### src/rtl/ttt_pkg.sv
// Shared tic-tac-toe definitions: cell encodings, ASCII glyph constants,
// and the geometry of one board print.
package ttt_pkg;

    typedef enum logic [1:0] {
        CELL_EMPTY = 2'b00,
        CELL_X     = 2'b01,
        CELL_O     = 2'b10,
        CELL_BAD   = 2'b11
    } cell_t;

    localparam logic [7:0] ASCII_CR         = 8'h0D;
    localparam logic [7:0] ASCII_LF         = 8'h0A;
    localparam logic [7:0] ASCII_PIPE       = 8'h7C;
    localparam logic [7:0] ASCII_DASH       = 8'h2D;
    localparam logic [7:0] ASCII_PLUS       = 8'h2B;
    localparam logic [7:0] ASCII_GT         = 8'h3E;
    localparam logic [7:0] ASCII_SPACE      = 8'h20;
    localparam logic [7:0] ASCII_X_UP       = 8'h58;
    localparam logic [7:0] ASCII_O_UP       = 8'h4F;
    localparam logic [7:0] ASCII_X_LO       = 8'h78;
    localparam logic [7:0] ASCII_O_LO       = 8'h6F;
    localparam logic [7:0] ASCII_UNDERSCORE = 8'h5F;
    localparam logic [7:0] ASCII_QUESTION   = 8'h3F;

    localparam int PRINT_LEN = 40;
    localparam int IDX_W     = 6;
    localparam logic [IDX_W-1:0] LAST_IDX = IDX_W'(PRINT_LEN - 1);

    typedef enum logic [1:0] {
        ST_IDLE,
        ST_SEND,
        ST_GAP,
        ST_DONE
    } print_state_t;

endpackage

### src/rtl/board_glyph.sv
// Combinational map from a print byte index plus a board snapshot to the
// ASCII byte at that position: three cell rows, two separators, a turn line.
module board_glyph
    import ttt_pkg::*;
#(
    parameter logic [7:0] EMPTY_CHAR = 8'h2E
) (
    input  logic [IDX_W-1:0] idx,
    input  logic [17:0]      board,
    input  logic [3:0]       cursor,
    input  logic             turn,
    output logic [7:0]       glyph
);

    logic [2:0]       line_no;
    logic [IDX_W-1:0] base;
    logic [2:0]       col;
    logic [3:0]       cell_idx;
    cell_t            code;
    logic             hit;
    logic [7:0]       cell_glyph;

    // Every output line is 7 bytes long except the final 5-byte turn line.
    always_comb begin
        // NOTE: every combinational output gets a default first so no path leaves it unassigned (no latch).
        line_no = 3'd0;
        base    = '0;
        if (idx >= IDX_W'(35)) begin
            line_no = 3'd5; base = IDX_W'(35);
        end else if (idx >= IDX_W'(28)) begin
            line_no = 3'd4; base = IDX_W'(28);
        end else if (idx >= IDX_W'(21)) begin
            line_no = 3'd3; base = IDX_W'(21);
        end else if (idx >= IDX_W'(14)) begin
            line_no = 3'd2; base = IDX_W'(14);
        end else if (idx >= IDX_W'(7)) begin
            line_no = 3'd1; base = IDX_W'(7);
        end
        col      = 3'(idx - base);
        cell_idx = 4'(line_no[2:1]) * 4'd3 + 4'(col[2:1]);
    end

    always_comb begin
        code = CELL_EMPTY;
        for (int i = 0; i < 9; i++) begin
            if (cell_idx == 4'(i)) code = cell_t'(board[2*i +: 2]);
        end
        hit = (cursor == cell_idx);
        case (code)
            CELL_EMPTY: cell_glyph = hit ? ASCII_UNDERSCORE : EMPTY_CHAR;
            CELL_X:     cell_glyph = hit ? ASCII_X_LO : ASCII_X_UP;
            CELL_O:     cell_glyph = hit ? ASCII_O_LO : ASCII_O_UP;
            CELL_BAD:   cell_glyph = ASCII_QUESTION;
            default:    cell_glyph = ASCII_QUESTION;
        endcase
    end

    always_comb begin
        glyph = 8'h00;
        if (line_no == 3'd5) begin
            case (col)
                3'd0:    glyph = ASCII_GT;
                3'd1:    glyph = ASCII_SPACE;
                3'd2:    glyph = turn ? ASCII_O_UP : ASCII_X_UP;
                3'd3:    glyph = ASCII_CR;
                default: glyph = ASCII_LF;
            endcase
        end else if (col == 3'd5) begin
            glyph = ASCII_CR;
        end else if (col == 3'd6) begin
            glyph = ASCII_LF;
        end else if (line_no[0]) begin
            glyph = col[0] ? ASCII_PLUS : ASCII_DASH;
        end else begin
            glyph = col[0] ? ASCII_PIPE : cell_glyph;
        end
    end

endmodule

### src/rtl/board_print_tx.sv
// Streams a 40-byte ASCII board rendering into a UART TX stage, one byte per
// send/busy handshake, from a snapshot taken when the print is accepted.
module board_print_tx
    import ttt_pkg::*;
#(
    parameter logic [7:0] EMPTY_CHAR = 8'h2E
) (
    input  logic        clk,
    input  logic        reset_n,
    input  logic        print,
    input  logic [17:0] board,
    input  logic [3:0]  cursor,
    input  logic        turn,
    output logic [7:0]  tx_data,
    output logic        tx_send,
    input  logic        tx_busy,
    output logic        busy,
    output logic        done
);

    print_state_t     state, state_nxt;
    logic [IDX_W-1:0] idx;
    logic [17:0]      board_q;
    logic [3:0]       cursor_q;
    logic             turn_q;

    logic             accept;
    logic             step;
    logic             load_byte;
    logic [IDX_W-1:0] g_idx;
    logic [17:0]      g_board;
    logic [3:0]       g_cursor;
    logic             g_turn;
    logic [7:0]       g_byte;

    always_comb begin
        state_nxt = state;
        tx_send   = 1'b0;
        busy      = 1'b1;
        done      = 1'b0;
        accept    = 1'b0;
        step      = 1'b0;
        load_byte = 1'b0;
        case (state)
            ST_IDLE: begin
                busy = 1'b0;
                if (print) begin
                    accept    = 1'b1;
                    load_byte = 1'b1;
                    state_nxt = ST_SEND;
                end
            end
            ST_SEND: begin
                tx_send = 1'b1;
                if (!tx_busy) state_nxt = ST_GAP;
            end
            ST_GAP: begin
                if (tx_busy) begin
                    if (idx == LAST_IDX) begin
                        state_nxt = ST_DONE;
                    end else begin
                        step      = 1'b1;
                        load_byte = 1'b1;
                        state_nxt = ST_SEND;
                    end
                end
            end
            ST_DONE: begin
                done      = 1'b1;
                state_nxt = ST_IDLE;
            end
            default: state_nxt = ST_IDLE;
        endcase
    end

    // tx_data is loaded on entry to SEND, so the glyph lookup looks one step
    // ahead: the live inputs for byte 0, otherwise the snapshot at idx+1.
    always_comb begin
        if (state == ST_IDLE) begin
            g_idx    = '0;
            g_board  = board;
            g_cursor = cursor;
            g_turn   = turn;
        end else begin
            g_idx    = idx + IDX_W'(1);
            g_board  = board_q;
            g_cursor = cursor_q;
            g_turn   = turn_q;
        end
    end

    board_glyph #(
        .EMPTY_CHAR (EMPTY_CHAR)
    ) u_glyph (
        .idx    (g_idx),
        .board  (g_board),
        .cursor (g_cursor),
        .turn   (g_turn),
        .glyph  (g_byte)
    );

    always_ff @(posedge clk or negedge reset_n) begin
        if (!reset_n) begin
            // NOTE: sequential state uses non-blocking assignments so every register samples pre-edge values.
            state    <= ST_IDLE;
            idx      <= '0;
            board_q  <= '0;
            cursor_q <= '0;
            turn_q   <= 1'b0;
            tx_data  <= 8'h00;
        end else begin
            state <= state_nxt;
            if (accept) begin
                idx      <= '0;
                board_q  <= board;
                cursor_q <= cursor;
                turn_q   <= turn;
            end else if (step) begin
                idx <= idx + IDX_W'(1);
            end
            if (load_byte) tx_data <= g_byte;
        end
    end

endmodule

### config.mk
export PLATFORM = sky130hd
export DESIGN_NAME = board_print_tx
export DESIGN_NICKNAME = d
export VERILOG_FILES = /design/src/rtl/ttt_pkg.sv /design/src/rtl/board_glyph.sv /design/src/rtl/board_print_tx.sv
export SDC_FILE = /design/constraint.sdc
export NUM_CORES = 1
export LEC_CHECK = 0
export ABC_AREA = 1
export BUFFER_PORTS_ARGS = -buffer_cell sky130_fd_sc_hd__buf_2
export CORE_MARGIN = 5
export CORE_UTILIZATION = 45
export CTS_BUF_LIST = sky130_fd_sc_hd__clkbuf_2
export CTS_CLUSTER_DIAMETER = 30
export DETAILED_ROUTE_END_ITERATION = 10
export GPL_ROUTABILITY_DRIVEN = 0
export PLACE_DENSITY = 0.75
export SLEW_MARGIN = 20
export SYNTH_ARGS = -nofsm -noshare
export SYNTH_HDL_FRONTEND = slang
export SYNTH_SLANG_ARGS = --single-unit
export TNS_END_PERCENT = 20
### constraint.sdc
create_clock -name clk -period 14.8 [get_ports clk]
set_input_delay 2.96 -clock clk [delete_from_list [all_inputs] [get_ports clk]]
set_output_delay 2.96 -clock clk [all_outputs]
set_load 0.05 [all_outputs]
## Word-level counts from Yosys, hierarchy flattened

Cells that the tools add are included.

- Output and inout port bits: 11
- Register bits after elaboration: 39
- Logic and storage cells: 97
- Input port bits: 27

- Equal/unequal tests: 25
- $lt $le $gt $ge: 5
- Reductions and logical operators: 6
- Multiplexer cells: 51
- Multipliers: 1
- Add/subtract/negate cells: 3

Operator list:

| operator | count |
|---|---|
| 8-bit one-hot mux with 4 select lines | 2 |
| 8-bit 2-to-1 mux | 5 |
| 3-bit 2-to-1 mux | 10 |
| 6-bit 2-to-1 mux | 5 |
| 2-bit 2-to-1 mux | 13 |
| 18-bit 2-to-1 mux | 1 |
| 4-bit by 3-bit == test with 1-bit output, second input constant | 4 |
| 6-bit by 5-bit greater-or-equal comparator with 1-bit output, second input constant | 2 |
| 1-bit 2-to-1 mux | 10 |
| 3-bit == test, second input constant | 3 |
| 2-bit == test, second input constant | 4 |
| 4-bit by 2-bit == test with 1-bit output, second input constant | 2 |
| 2-bit one-hot mux with 4 select lines | 1 |
| 7-bit 2-to-1 mux | 1 |
| 6-bit by 1-bit adder with 6-bit output, second input constant | 1 |
| 3-bit by 2-bit == test with 1-bit output, second input constant | 2 |
| 6-bit == test, second input constant | 1 |
| 6-bit by 3-bit greater-or-equal comparator with 1-bit output, second input constant | 1 |
| 6-bit by 4-bit greater-or-equal comparator with 1-bit output, second input constant | 1 |
| 6-bit greater-or-equal comparator, second input constant | 1 |
| 2-bit inequality test, second input constant | 3 |
| 5-bit 2-to-1 mux | 1 |
| 4-bit by 2-bit adder with 4-bit output | 1 |
| 2-bit by 1-bit == test with 1-bit output, second input constant | 2 |
| 13 further kinds | 14 |

## Depth between registers and ports, before layout

Gate-level depths: netlist (run 1).

- Word-level depth: 27
- Gate-level depth with buffers: 40
- Depth with buffers taken out: 40

## Hierarchy

Synthesis (run 1) repeated with hierarchy kept, for this count alone.

- Cells, all modules: 419
- Area total of the unflattened synthesis: 2902.8 um2

By module, submodules not included:

| module | sequential area each (um2) | area each (um2) | cells each | times used |
|---|---|---|---|---|
| board_print_tx | 975.9 | 1955.6 | 256 | 1 |
| board_glyph | 0.0 | 947.2 | 163 | 1 |

## Worst setup path before layout (run 1)

Ideal clock, no wire load.

- Path type: register -> register
- Start: reg idx[0]
- End: reg tx_data[5]
- Data required time: 14.682 ns
- Slack: 9.422 ns
- Period minus slack after synthesis: 5.378 ns
- Buffers on the path: 0
- Library setup time: 0.118 ns
- Stages on the path, launching flop included: 40
- Arrival time: 5.260 ns
- Cell sequence: dfrtp_1 > ha_1 > nand2_1 > nand2_1 > nor2_2 > nand2_1 > o21ai_2 > inv_2 > nand2_2 > nand2_2 > ha_1 > fa_1 > xor2_2 > inv_2 > nand2_1 > nand2_4 > xor2_1 > ha_1 > (+4 left out) > o211ai_1 > o31ai_1 > o21ai_0 > nand2_1 > o22ai_1 > nand2_1 > nand2_1 > o21ai_0 > inv_1 > ha_1 > nor3_1 > nand2_1 > nand3_1 > nand3_1 > nand2_1 > nor2_1 > nor2_1 > nor2_1

- Word-level cells in the longest chain between the ends: 27
- Elaborated cells between the ends (all ways): 64
- Classes of those cells: add/sub (3); mul (1); order compare (5); eq/ne (19); mux (33); reduce/logical (3)

Ends and longest elaborated chain:

| what | RTL line | source |
|---|---|---|
| from (decl) | board_print_tx.sv:22 | `logic [IDX_W-1:0] idx;` |
| from (signal assigned) | board_print_tx.sv:119 | `idx <= idx + IDX_W'(1);` |
| parallel branches: the longest is 27 deep, another holds 6-bit by 1-bit adder with 6-bit output | n/a |  |
| to (signal assigned) | board_print_tx.sv:121 | `if (load_byte) tx_data <= g_byte;` |
| to (decl) | board_print_tx.sv:14 | `output logic [7:0] tx_data,` |

Parallel ways; which one is timed is not known. The select of a mux whose other input is x is not followed.
A chain may end at the register's enable or synchronous reset.

## Final worst setup path (run 1)

- Start: reg state[1]
- End: reg tx_data[5]

- Word-level cells in the longest chain between the ends: 27
- Elaborated cells between the ends (all ways): 64
- Classes of those cells: add/sub (2); mul (1); order compare (5); eq/ne (19); mux (33); reduce/logical (4)

Ends and longest elaborated chain:

| what | RTL line | source |
|---|---|---|
| from (decl) | board_print_tx.sv:21 | `print_state_t state, state_nxt;` |
| from (signal assigned) | board_print_tx.sv:112 | `state <= state_nxt;` |
| parallel branches: the longest is 27 deep, another holds 6-bit by 4-bit greater-or-equal comparator with 1-bit output | n/a |  |

Parallel ways; which one is timed is not known. The select of a mux whose other input is x is not followed.

==> results.yml, run 1 <==
sta:
  setup_ws_ps: 8510
  clock.fmax_mhz: 159
  clock-skew-final_ps: 14.8
  tns_ps: 0
  finalHoldViolations: 0
  fin_crit_sh_pct: 42.5
  relSlewSlack_pct: 42.5
  min_period_ps: 6290
  final-setup-viol-count: 0
  tightest_slew_ps: 862
  rsz0062_at_grt: "false"
  drv_slew: 0
  hold_ws_ps: 506
clock_network:
  cts_tree: "built"
  cts-root-buf: "clkbuf_2"
  cts.sinks: 38
  htreeDepth: 2
  cts_buffer_depth: 2
  cts_buffers: 5
  cts_hold_buf: 0
  cts.clk_slew.worst_paths_ps: 200
  cts_resized: 0
  clk_latency_ps: 390
  cts_setup_buffers: 0
drt:
  routedWlPerCell_um: 12.3
  drtIter0Drc: 124
  ant_nets: 0
  drc: 0
  vias: 2553
  wl_mm: 5.98
  vias_per_cell: 5.25
  firstDrtPassIters: 4
power:
  p_int_mw: 0.307
  pwr-share-comb_pct: 62.1
  leakage_nw: 1.56
  clockPowerShare_pct: 10.3
  p_total_mw: 0.632
  switching_share_pct: 51.4
  peakVddDrop_uv: 87.2
  power_frac_seq_pct: 27.6
  p_sw_mw: 0.325
  p_per_area_nw_per_um2: 208
setup_path:
  endpoint_kind: "flip-flop"
  critical_path_class: "flip-flop to flip-flop"
  max_stage_delay_ps: 590
  crit_arrival_ps: 6580
  crit_path_top_delay_cell: "nor2_4"
  required_ps: 15100
  critPathMaxFanout: 35
  start_kind: "flip-flop"
  crit_family: "simple AND/OR/NAND/NOR gates"
  path_buf_inv: 4
  rrSetupSlack_ps: 8510
  cp_common_cell: "nand2_1"
final_layout:
  syn_to_final_growth_pct: 9.39
  drive_above_1_share_pct: 19.0
  diodes: 0
  final_cell_count_no_fill: 486
  nNetsFinal: 448
synth:
  netlist_top_cells_count: "nand2_1, inv_1, dfrtp_1"
  synth_cell_types: 37
  synth_edf_count: 0
  synth_top_area_share_pct: 34.3
  syn_nets: 417
  synth_cells: 379
  avgSynthCellArea_um2: 7.32
  synth_warnings: 0
  yosysSeqAreaShare_pct: 34.3
  synth-async-reset-ratio_pct: 100
  synth.ff_latch_count: 38
  syn_area_um2: 2770
  ys.flop_type: "dfrtp_1"
  synth.area.top_cells: "dfrtp_1, nand2_1, inv_1"
  yosysTopAreaCell: "dfrtp_1"
  post-synth-top-count-cell: "nand2_1"
global_routing:
  antenna_found_initial: 0
  use_met2_pct: 29.6
  grt_use_total_pct: 16.9
  grt_pass1_wl_mm: 10.6
  grtUsageMet3_pct: 3.17
  grt_pass1_vias: 2468
  grt-ovfl-total: 0
  grtUsageMet1_pct: 20.6
  top_usage_layer: "met2"
  grt_max_degree: 40
placed_design:
  io_buffers: 36
  place_inst: 478
  dp_hpwl_mm: 4.62
  post-place-ws_ps: 8580
die:
  initial_core_util_pct: 46.6
  die_area_um2: 7830
  io_pins: 38
  die_x_um: 88.5
  core_area_um2: 5960
  dieHeight_um: 88.5
  rows: 28
outcome:
  outcome: "finished clean"
run:
  drv_cap: 0
hold_path:
  hp-class: "flip-flop to flip-flop"
==> cell families after synthesis <==
logic type                 after synthesis  synth area share [%]
AOI/OAI and AO/OA                       74                  15.9
xor gates and xnor gates                 3                  1.22
adders and majority gates               11                  5.51
buffers and inverters                   64                  10.0
DFF                                     38                  34.3
muxes                                    8                  3.25
other                                    1                 0.135
and+or+nand+nor                        180                  29.6
==> power groups by stage <==
stage          clock network, mW  registers (mW)  logic, mW
2_1_floorplan                  0           0.200      0.297
3_3_place_gp                   0           0.176      0.383
3_5_place_dp                   0           0.177      0.392
4_1_cts                   0.0666           0.175      0.394
5_1_grt                   0.0716           0.181      0.442
6_report                  0.0648           0.175      0.392
==> metrics by stage <==
step | util [%] | cell area [um^2]
after floorplan | - | 2770
after global placement | 49.8 | 2970
after detailed placement | 49.8 | 2970
after CTS | 50.9 | 3030
after global routing | 50.9 | 3030
final | 50.9 | 3030
==> final timing paths <==
check                                  startpoint                       to  cells past startpoint
setup / recovery             state[1]$_DFFE_PN0P_   tx_data[5]$_DFFE_PN0P_                     38
hold / removal             tx_data[6]$_DFFE_PN0P_   tx_data[6]$_DFFE_PN0P_                      2
setup reg to reg             state[1]$_DFFE_PN0P_   tx_data[5]$_DFFE_PN0P_                     38
hold reg to reg            tx_data[6]$_DFFE_PN0P_   tx_data[6]$_DFFE_PN0P_                      2
max in group asynchronous                 reset_n  board_q[10]$_DFFE_PN0P_                      1
min in group asynchronous                 reset_n       idx[3]$_DFFE_PN0P_                      1
==> per-layer routing <==
metal | share of wire, % | routed length [um]
met4 | 1.8 | 110
met1 | 44 | 2640
met2 | 49 | 2930
met5 | 0 | 0
met3 | 4.8 | 288
==> flip-flops by register name, indices dropped and copies added, names as in the netlist <==
name      count
board_q      18
tx_data       7
idx           6
cursor_q      4
state         2
turn_q        1
==> layout make-up <==
| cell class | instances | area, um^2 |
|---|---|---|
| clock buffer | 7 | 35.0 |
| multi-input combinational | 277 | 1540 |
| sequential | 38 | 951 |
| fill | 601 | 2920 |
| inverter | 51 | 191 |
| clock inverter | 1 | 30.0 |
| tap | 75 | 93.8 |
| timing repair buffer | 37 | 188 |
==> cells in the final DEF, fill, tap and decap left out, drive strengths merged <==
master and instances:
or2 1, o22ai 6, bufinv 1, o21bai 1, nand3 28, a31oi 3, buf 37, o31ai 6
o21ai 34, ha 9, conb 1, clkbuf 7, fa 2, o211ai 8, nor2 37, a21oi 15
nand4 9, mux2 8, inv 51, nor3 4, dfrtp 38, nand2 99, xor2 3, a21o 1
nor4 2
==> tightest hold or removal path, stage by stage (launching register included) <==
cell	delay [ps]
dfrtp_1	390
nand2_1	50
nand2_1	50
No activity file was read; power rests on OpenSTA's default activity.
==> run 2, diff against run 1 <==
clock period = 6.4 ns   (was 14.8 ns; I/O delays follow)
==> run 2 against run 1 <==
Sequential power is 130% higher. Critical path depth did not move. Critical endpoint unchanged. Setup slack got worse by 7900 ps. Count of clock-buffer cells in the layout down 1. Highest routed layer unchanged.
==> results.yml, run 2 (synthesized netlist as in run 1, its figures left out) <==
hold_path:
  hold_depth: 2
  hp-class: "flip-flop to flip-flop"
sta:
  drv_slew: 0
  min_period_ps: 5830
  finalHoldViolations: 0
  clock.fmax_mhz: 172
  clock-skew-final_ps: 10.2
  final-setup-viol-count: 0
  hold_ws_ps: 509
  tightest_slew_ps: 862
  relSlewSlack_pct: 42.5
  fin_crit_sh_pct: 91.0
die:
  die_x_um: 88.5
  core_area_um2: 5960
  io_pins: 38
  dieHeight_um: 88.5
  initial_core_util_pct: 46.6
  rows: 28
  die_area_um2: 7830
setup_path:
  endpoint_kind: "flip-flop"
  crit_path_end: "tx_data[5]$_DFFE_PN0P_"
  crit_start: "idx[0]$_DFFE_PN0P_"
  crit_path_top_delay_cell: "fa_2"
  critPathMaxFanout: 6
  r2r-end: "tx_data[5]$_DFFE_PN0P_"
  max_stage_delay_ps: 600
  rrSetupSlack_ps: 570
  start_kind: "flip-flop"
  r2r-start: "idx[0]$_DFFE_PN0P_"
  required_ps: 6710
  worstRegToRegCells: 38
  critical_path_class: "flip-flop to flip-flop"
  cp_common_cell: "nand2_1"
  crit_arrival_ps: 6140
drt:
  vias: 2539
  vias_per_cell: 5.20
  drtIter0Drc: 131
  ant_nets: 0
  firstDrtPassIters: 4
  routedWlPerCell_um: 12.3
  wl_mm: 5.99
  drc: 0
clock_network:
  cts-root-buf: "clkbuf_2"
  cts_buffers: 5
  clk_latency_ps: 390
  cts.clk_slew.worst_paths_ps: 190
  cts_buffer_depth: 2
  htreeDepth: 2
  cts_tree: "built"
  cts_hold_buf: 0
  cts.sinks: 38
placed_design:
  io_buffers: 36
  dp_hpwl_mm: 4.54
  place_inst: 479
final_layout:
  syn_to_final_growth_pct: 9.88
  final_cell_count_no_fill: 488
  drive_above_1_share_pct: 20.3
  largest_register_ffs: 18
  final_common_cell: "nand2_1"
  mostFrequentLayoutCells: "nand2_1, inv_1, dfrtp_1, buf_2, nor2_1"
  nNetsFinal: 450
  diodes: 0
  largestRegisters: "board_q (18), tx_data (7), idx (6)"
  post-route-util_pct: 51.2
  largest_register: "board_q"
power:
  p_total_mw: 1.44
  leakage_nw: 1.55
  p_per_area_nw_per_um2: 472
  peakVddDrop_uv: 205
outcome:
  outcome: "finished clean"
global_routing:
  antenna_found_initial: 0
  grt_max_degree: 40
  grt_use_total_pct: 16.9
  grt_pass1_vias: 2502
  grt_pass1_wl_mm: 10.7
  grt-ovfl-total: 0
run:
  drv_cap: 0
==> run 2: power by group <==
group          switching (mW)  internal (mW)
Clock                  0.0807         0.0269
Combinational           0.617          0.312
Sequential             0.0617          0.341
==> run 2: critical path: cells and delay by family (launching register included) <==
family	cells	cell delay (ps)
AO/OA/AOI/OAI	4	540
buffers and inverters	5	400
adder cells (fa/ha/maj)	6	1950
flip-flops	1	480
XOR/XNOR	2	370
AND/OR/NAND/NOR	21	1990
==> run 2: layer usage <==
metal | part of all wire (%) | vias to the layer above | track usage [%]
met4 | 0.92 | 0 | 3.85
met5 | 0 | - | 0
met2 | 49 | 50 | 29.7
li1 | - | 1316 | -
met3 | 4.7 | 7 | 3.82
met1 | 45 | 1166 | 21.1
==> run 2: through the flow <==
step | area (um^2) | setup slack [ps] | TNS [ps]
floorplan | 2770 | 1020 | 0
global placement | 2980 | 591 | 0
detailed placement | 2980 | 335 | 0
CTS | 3010 | 302 | 0
global route | 3050 | -5.49 | -5.49
finish | 3050 | 573 | 0
==> run 2: layout make-up <==
class | count | area, um^2
clock buffers | 6 | 30.0
clock inverters | 2 | 8.76
fillers | 626 | 2910
inverters | 51 | 191
multi-input cells | 277 | 1570
flip-flops and latches | 38 | 953
well taps | 75 | 93.8
repair buffers | 39 | 203
==> run 2: repair_timing <==
item                                    in CTS  in global routing
endpoints found under the setup margin       0                  3
gates resized for setup                      0                  7
buffers inserted                             0                  1
==> run 2: how the worst min path moves through the flow <==
stage,endpoint,start
6_report,tx_data[6]$_DFFE_PN0P_,tx_data[6]$_DFFE_PN0P_
3_3_place_gp,tx_data[6]$_DFFE_PN0P_,tx_data[6]$_DFFE_PN0P_
4_1_cts,tx_data[6]$_DFFE_PN0P_,tx_data[6]$_DFFE_PN0P_
2_1_floorplan,board_q[16]$_DFFE_PN0P_,board_q[16]$_DFFE_PN0P_
5_1_grt,cursor_q[2]$_DFFE_PN0P_,cursor_q[2]$_DFFE_PN0P_
3_5_place_dp,tx_data[6]$_DFFE_PN0P_,tx_data[6]$_DFFE_PN0P_
